`src/rtl/add.sv`:
```
`default_nettype none
// ============================================================================
//  Module      : add
//  Description : PC incrementer. Adds the constant INC to `in` through a
//                two-level carry-lookahead adder (4-bit groups plus a group
//                lookahead unit) and registers the sum and carry-out.
//  Revision    : 1.0 - initial release
// ============================================================================
module add #(
    parameter int          WIDTH = 32,   // must be a multiple of 4
    parameter int unsigned INC   = 4     // must be below 2**WIDTH
) (
    input  logic             clk,
    input  logic             rst,        // asynchronous, active low
    input  logic [WIDTH-1:0] in,
    output logic [WIDTH-1:0] out,
    output logic             cout
);

    localparam int NUM_GRP = WIDTH / 4;

    // The second operand is a constant, so the per-bit generate/propagate
    // terms reduce to simple AND/XOR against fixed bits after synthesis.
    localparam logic [WIDTH-1:0] C_INC_VEC = WIDTH'(INC);

    logic [WIDTH-1:0]   w_gen;      // bit generate
    logic [WIDTH-1:0]   w_prop;     // bit propagate (XOR form, reused for sum)
    logic [WIDTH-1:0]   w_carry;    // carry into each bit
    logic [WIDTH-1:0]   w_sum;
    logic [NUM_GRP-1:0] w_grp_gen;
    logic [NUM_GRP-1:0] w_grp_prop;
    logic [NUM_GRP:0]   w_grp_carry; // carry into each group; top entry is cout
    logic               w_term;

    assign w_gen  = in & C_INC_VEC;
    assign w_prop = in ^ C_INC_VEC;

    // First level: each 4-bit group produces its group generate/propagate and,
    // once its group carry-in is known, its internal bit carries in one step.
    for (genvar k = 0; k < NUM_GRP; k++) begin : g_grp
        logic [3:0] g;
        logic [3:0] p;
        logic       ci;

        assign g  = w_gen[4*k +: 4];
        assign p  = w_prop[4*k +: 4];
        assign ci = w_grp_carry[k];

        assign w_grp_prop[k] = &p;
        assign w_grp_gen[k]  = g[3]
                             | (p[3] & g[2])
                             | (p[3] & p[2] & g[1])
                             | (p[3] & p[2] & p[1] & g[0]);

        assign w_carry[4*k]   = ci;
        assign w_carry[4*k+1] = g[0] | (p[0] & ci);
        assign w_carry[4*k+2] = g[1] | (p[1] & g[0]) | (p[1] & p[0] & ci);
        assign w_carry[4*k+3] = g[2] | (p[2] & g[1]) | (p[2] & p[1] & g[0])
                              | (p[2] & p[1] & p[0] & ci);
    end

    // Second level: every group carry is a flat sum of products of the group
    // generate/propagate terms (no ripple between groups). Carry-in is zero.
    always_comb begin
        w_grp_carry = '0;
        w_term      = 1'b0;
        for (int k = 1; k <= NUM_GRP; k++) begin
            for (int j = 0; j < k; j++) begin
                w_term = w_grp_gen[j];
                for (int m = j + 1; m < k; m++) begin
                    w_term = w_term & w_grp_prop[m];
                end
                w_grp_carry[k] = w_grp_carry[k] | w_term;
            end
        end
    end

    assign w_sum = w_prop ^ w_carry;

    // Output register: clears immediately on reset, otherwise captures every edge.
    always_ff @(posedge clk or negedge rst) begin
        if (!rst) begin
            out  <= '0;
            cout <= 1'b0;
        end else begin
            out  <= w_sum;
            cout <= w_grp_carry[NUM_GRP];
        end
    end

endmodule
`default_nettype wire

```
`config.mk`:
```
export PLATFORM = sky130hd
export DESIGN_NAME = add
export DESIGN_NICKNAME = d
export VERILOG_FILES = /design/src/rtl/add.sv
export SDC_FILE = /design/constraint.sdc
export NUM_CORES = 1
export LEC_CHECK = 0
export ABC_AREA = 0
export CAP_MARGIN = 15
export CELL_PAD_IN_SITES_DETAIL_PLACEMENT = 1
export CELL_PAD_IN_SITES_GLOBAL_PLACEMENT = 1
export CORE_ASPECT_RATIO = 1.1
export CORE_MARGIN = 2
export CORE_UTILIZATION = 32
export DETAILED_ROUTE_END_ITERATION = 10
export HOLD_SLACK_MARGIN = 0.06
export PLACE_DENSITY = 0.79
export SYNTH_ARGS = -nofsm -noshare
export SYNTH_HDL_FRONTEND = slang
export SYNTH_SLANG_ARGS = --single-unit
```
`constraint.sdc`:
```
create_clock -name clk -period 0.8 [get_ports clk]
set_clock_uncertainty 0.05 [all_clocks]
set_input_delay 0.16 -clock clk [delete_from_list [all_inputs] [get_ports clk]]
set_output_delay 0.16 -clock clk [all_outputs]
set_load 0.01 [all_outputs]
```
==> results by group, run 1 <==
Timing
  – Worst slew margin: 78.7%
  – Setup WS post-layout: -0.523 ns
  – Final min period: 1.32 ns
  – Setup_tns: -15.91 ns
  – Final setup vio count: 59
  – Fin crit share: 165%
  – Pins Over Slew Limit: 0
  – Hold Vio Cnt, Final: 0
  – Least-Margin Pin Slew: 0.317 ns
  – Max frequency: 756 MHz
  – RSZ-0062 raised after global routing: true
  – Hold WS: 0.0426 ns

Worst setup path
  – Worst Setup End Kind: flop
  – Crit-path max FO: 3
  – Critical Path AT: 1.47 ns
  – CP startpoint kind: primary input
  – WP data required: 0.95 ns
  – Critical path class: primary input to flop

Finish
  – P&R area growth vs syn: 95.3%
  – Commonest non-fill, non-tap cell in the layout: buf_4
  – Fin nets: 267
  – Antenna cell count: 0
  – Fillcell total: 418
  – Post-Layout Cell Count: 276
  – Most frequent cells in the layout: 46 x buf_4, 33 x dfrtp_1, 29 x buf_2, 21 x buf_6
  – Share of cells above drive strength 1: 64.3%

Outcome
  – Failing checks: setup timing
  – Status: complete, but fails checks

Route
  – Via density per instance: 4.65
  – Routed wire length: 5320 um
  – Vias: 1284
  – DRC errors left: 0
  – Post-route ant nets: 0
  – DR pass1 iterations: 4
  – Routed len/inst: 19.3 um
  – Initial drt markers: 31

Pwr
  – VDD IR max: 0.000768 V
  – Leak pwr: 1.33 nW
  – Power Density: 1390 mW/mm2

Floorplan
  – Die Ht: 72.3 um
  – DIE AREA: 0.00477 mm2
  – Boundary Pins: 67
  – CORE AREA: 0.00402 mm2
  – Rows: 24
  – Initial core utilization: 33.7%
  – DIE WIDTH: 66.0 um

Yosys
  – Post-synth top area share: 60.9%
  – Syn nets: 143
  – Leading area contributor after synthesis: dfrtp_1
  – Synth Register Bits: 33
  – Syn Inst Count: 101
  – Netlist cell types: 17
  – Post-Syn Area: 0.00136 mm2
  – YS warnings: 0
  – Post-synthesis sequential area ratio: 60.9%
  – Avg Cell Area, Syn: 13.4 um2
  – Synth area leaders: dfrtp_1 61%, xnor2_1 7.8%, ha_1 7.4%

Clocking
  – Clk sinks: 33
  – Clock Tree Buf Depth: 2
  – Clock transition at the registers of the reported paths: 0.06 ns
  – CTS tree: built
  – Clock Root Buffer: clkbuf_8
  – Hold buffer count at cts: 1
  – CTS buffer count: 5
  – H-tree levels: 2

Placement
  – IO Port Bufs: 66
  – Post-DP HPWL: 3440 um
  – Worst slack at placement: -1.20 ns
  – DP Cell Count: 260
  – Routability cong.: 0.844

Job
  – Maxcap violations: 0

GRT
  – Global-route wire length before repair: 7550 um
  – Initial antenna violation count: 0
  – Overflow left after global routing: 0
  – Largest net degree at the start of global routing: 34
  – Vias in the first global route: 1515
  – GRT Overall Usage: 21.7%

Min path
  – Worst Hold Class: primary input to flop
==> state kept, by name (all words and copies together) (netlist names) <==
| name | cells |
|---|---|
| out | 32 |
| cout | 1 |
==> area by class of cell <==
type | instances | area [um2] | area share [%]
repair buffers | 117 | 921 | 34.8
clock inverters | 1 | 5.00 | 0.189
multi-input cells | 66 | 753 | 28.5
inverters | 2 | 7.51 | 0.284
well taps | 52 | 65.1 | 2.46
flip-flops and latches | 33 | 826 | 31.2
clock buffers | 5 | 68.8 | 2.60
==> critical path, stage by stage <==
cell	delay, ns
clkdlybuf4s15_2	0.21
nand3_4	0.09
nor4_4	0.35
buf_4	0.17
and3_4	0.19
ha_4	0.13
xor2_2	0.16
==> what timing repair did <==
item / 4_1_cts / 5_1_grt
setup endpoints to repair: 62 / 59
setup buffers: 4 / 7
pin swaps: 26 / 20
gates resized for setup: 244 / 30
hold endpoints to repair: 2 / 1
==> Yosys cell counts <==
library cell	number
and3_1	2
and4_1	2
dfrtp_1	33
ha_1	8
inv_1	2
nand2_1	10
nand2_2	1
nand3_1	5
nand4_1	5
nand4_4	1
nor2_1	6
nor3_1	1
nor3_2	1
nor4_1	1
nor4_4	2
xnor2_1	12
xor2_1	9
==> per-stage QoR <==
stage               power, W  instance area (um2)  utilization [%]
finish               0.00368                 2650             65.8
global route         0.00383                 2650             65.8
CTS                  0.00364                 2510             62.3
detailed placement   0.00256                 2430             60.5
global placement     0.00252                 2430             60.5
floorplan            0.00196                 1390                -
==> worst paths after layout <==
path                       start      end  slack, ns  cells after the start
worst max-delay path       in[9]  out[21]      -0.52                      7
worst min-delay path       in[2]   out[3]       0.04                      2
max in group asynchronous    rst  out[27]       0.32                      2
min in group asynchronous    rst   out[9]       0.21                      2
==> report_power, final <==
| group | total (W) | switching (W) | internal [W] |
|---|---|---|---|
| Combinational | 0.000731 | 0.000338 | 0.000393 |
| Clock | 0.00115 | 0.000579 | 0.000571 |
| Sequential | 0.00180 | 0.0000373 | 0.00176 |
| Total | 0.00368 | 0.000954 | 0.00273 |
==> routing by layer <==
metal / global-route usage, % / share of wire [%] / up-vias / wire length [um]
li1: - / - / 588 / -
met1: 20.3 / 33 / 638 / 1740
met2: 43.7 / 58 / 48 / 3100
met3: 6.82 / 6.6 / 10 / 350
met4: 6.58 / 2.3 / 0 / 120
met5: 0 / 0 / - / 0
==> cell families after synthesis <==
family,share of synthesized area [%]
buffers and inverters,0.554
adder cells (fa/ha/maj),7.39
XOR/XNOR,13.6
AND/OR/NAND/NOR,17.5
flip-flops,60.9
Note: power is estimated with default switching activity, not from simulation.
==> run 2, diff against run 1 <==
--- a/config.mk
+++ b/config.mk
@@ -13,6 +13,7 @@
 export CORE_MARGIN = 2
 export CORE_UTILIZATION = 32
 export DETAILED_ROUTE_END_ITERATION = 10
+export GPL_ROUTABILITY_DRIVEN = 1
 export HOLD_SLACK_MARGIN = 0.06
 export PLACE_DENSITY = 0.79
 export SYNTH_ARGS = -nofsm -noshare
==> results of run 2 <==
Final layout, timing and power as in run 1 (identical DEF).
==> run 3, diff against run 2 <==
--- a/config.mk
+++ b/config.mk
@@ -16,6 +16,7 @@
 export GPL_ROUTABILITY_DRIVEN = 1
 export HOLD_SLACK_MARGIN = 0.06
 export PLACE_DENSITY = 0.79
+export RECOVER_POWER = 25
 export SYNTH_ARGS = -nofsm -noshare
 export SYNTH_HDL_FRONTEND = slang
 export SYNTH_SLANG_ARGS = --single-unit
==> results of run 3 <==
Final layout, timing and power as in run 1 (identical DEF).
==> RTL change, RTL diff (flow settings as in run 2) <==
`WIDTH`: 32 -> 40.
--- a/src/rtl/add.sv
+++ b/src/rtl/add.sv
@@ -8,5 +8,5 @@
 // ============================================================================
 module add #(
-    parameter int          WIDTH = 32,   // must be a multiple of 4
+    parameter int          WIDTH = 40,   // must be a multiple of 4
     parameter int unsigned INC   = 4     // must be below 2**WIDTH
 ) (
Ports: changed (resized in and out); port bits go from 67 to 83. No check against the original RTL was run, so the function may have changed too.
==> RTL change against run 2 <==
  * The flow finishes with violations (negative hold slack, negative setup slack)
  * Wire length increased by 14%
  * Cell count is 28% higher
  * Sequential cell count is 8 higher
  * Power increased by 25%
  * Cell area is 24% higher
  * Combinational power up 14%
  * Setup slack lost 250 ps
  * Die area is 26% higher
  * Area after synthesis up 28%
  * Critical endpoint is now out[25]
  * Largest cell class unchanged
  * Largest power group unchanged
==> RTL change: results <==
export IMPL_synth_common_cells="dfrtp_1, xor2_1, xnor2_1"
export IMPL_grt_pass1_vias=1769
export IMPL_yosysSeqAreaShare=0.592
export IMPL_synthTopCellsByArea="dfrtp_1, xor2_1, ha_1"
export IMPL_gr_usage_met1=0.212
export IMPL_post_cts_buffers=9
export IMPL_num_nets_final=330
export IMPL_met2_usage=0.402
export IMPL_ir_drop_mv=0.919
export IMPL_fillCellCount=543
export IMPL_min_path_type="in2reg"
export IMPL_worstMarginPinSlew_ps=267
export IMPL_vias=1593
export IMPL_io_buffers=82
export IMPL_wl_per_cell_um=17.2
export IMPL_critPathMaxFanout=4
export IMPL_nMultiInputCombCells=86
export IMPL_min_to="out[13]"
export IMPL_cts_resized=311
export IMPL_grt_max_degree=42
export IMPL_synthDistinctLibCells=23
export IMPL_gp_congestion=0.773
export IMPL_nClkBuffers=7
export IMPL_drive_above_1_share=0.616
export IMPL_antenna_found_initial=0
export IMPL_p_leak_nw=1.65
export IMPL_track_usage=0.207
export IMPL_crit_start="in[3]"
export IMPL_setup_ws_ps=-773
export IMPL_clkSinkCount=41
export IMPL_seq_share=0.314
export IMPL_powerClk_mw=1.53
export IMPL_m1WireLength_mm=2.06
export IMPL_hold_buffers=2
export IMPL_setup_viol=74
export IMPL_failed_checks="negative hold slack, negative setup slack"
export IMPL_drtIter0Drc=32
export IMPL_multi_input_area_share=0.287
export IMPL_cts_max_level=2
export IMPL_met2_length_mm=3.51
export IMPL_use_met3=0.0372
export IMPL_buf_share=0.331
export IMPL_n_all_inverters=7
export IMPL_hold_viol=1
export IMPL_outcome="finished with violations"
export IMPL_crit_path_end="out[25]"
export IMPL_routed_wl_met3_um=314
export IMPL_hpwl_mm=3.97
export IMPL_grt_pass1_wl_mm=8.98
export IMPL_clkTransAtPathRegs_ps=80
export IMPL_holdCritStartpoint="in[13]"
export IMPL_largestRegisters="out (40), cout (1)"
export IMPL_power_combinational_mw=0.831
export IMPL_intPower_mw=3.41
export IMPL_buffers=137
export IMPL_fin_hold_ws_ps=-30.0
export IMPL_clk_share=0.0310
export IMPL_synth_fp_nets=188
-- RTL change: logic make-up (layout without fill, tap and decap cells) --
| group | Yosys count | count (layout) | synth area share |
|---|---|---|---|
| XOR/XNOR | 27 | 27 | 0.137 |
| adder cells (fa/ha/maj) | 10 | 10 | 0.0723 |
| buffers and inverters | 9 | 152 | 0.0224 |
| flip-flops | 41 | 41 | 0.592 |
| AND/OR/NAND/NOR | 49 | 49 | 0.176 |
-- RTL change: critical path, cell delays in order --
cell	delay (ps)
buf_8	70
ha_4	140
nand4_4	70
or4_4	570
buf_6	150
nor2_4	100
and3_4	200
ha_4	120
xor2_1	160
-- RTL change: metrics by stage --
stage                     power (mW)  TNS [ps]  instance area [µm²]  cells   util
after floorplan                 2.43    -18870                 1790    136      -
after global placement          3.11    -55260                 3000    333  0.568
after detailed placement        3.14    -57770                 3000    333  0.568
after CTS                       4.57    -25200                 3150    351  0.596
after global routing            4.76    -27960                 3270    354  0.618
final                           4.58    -25170                 3270    354  0.618
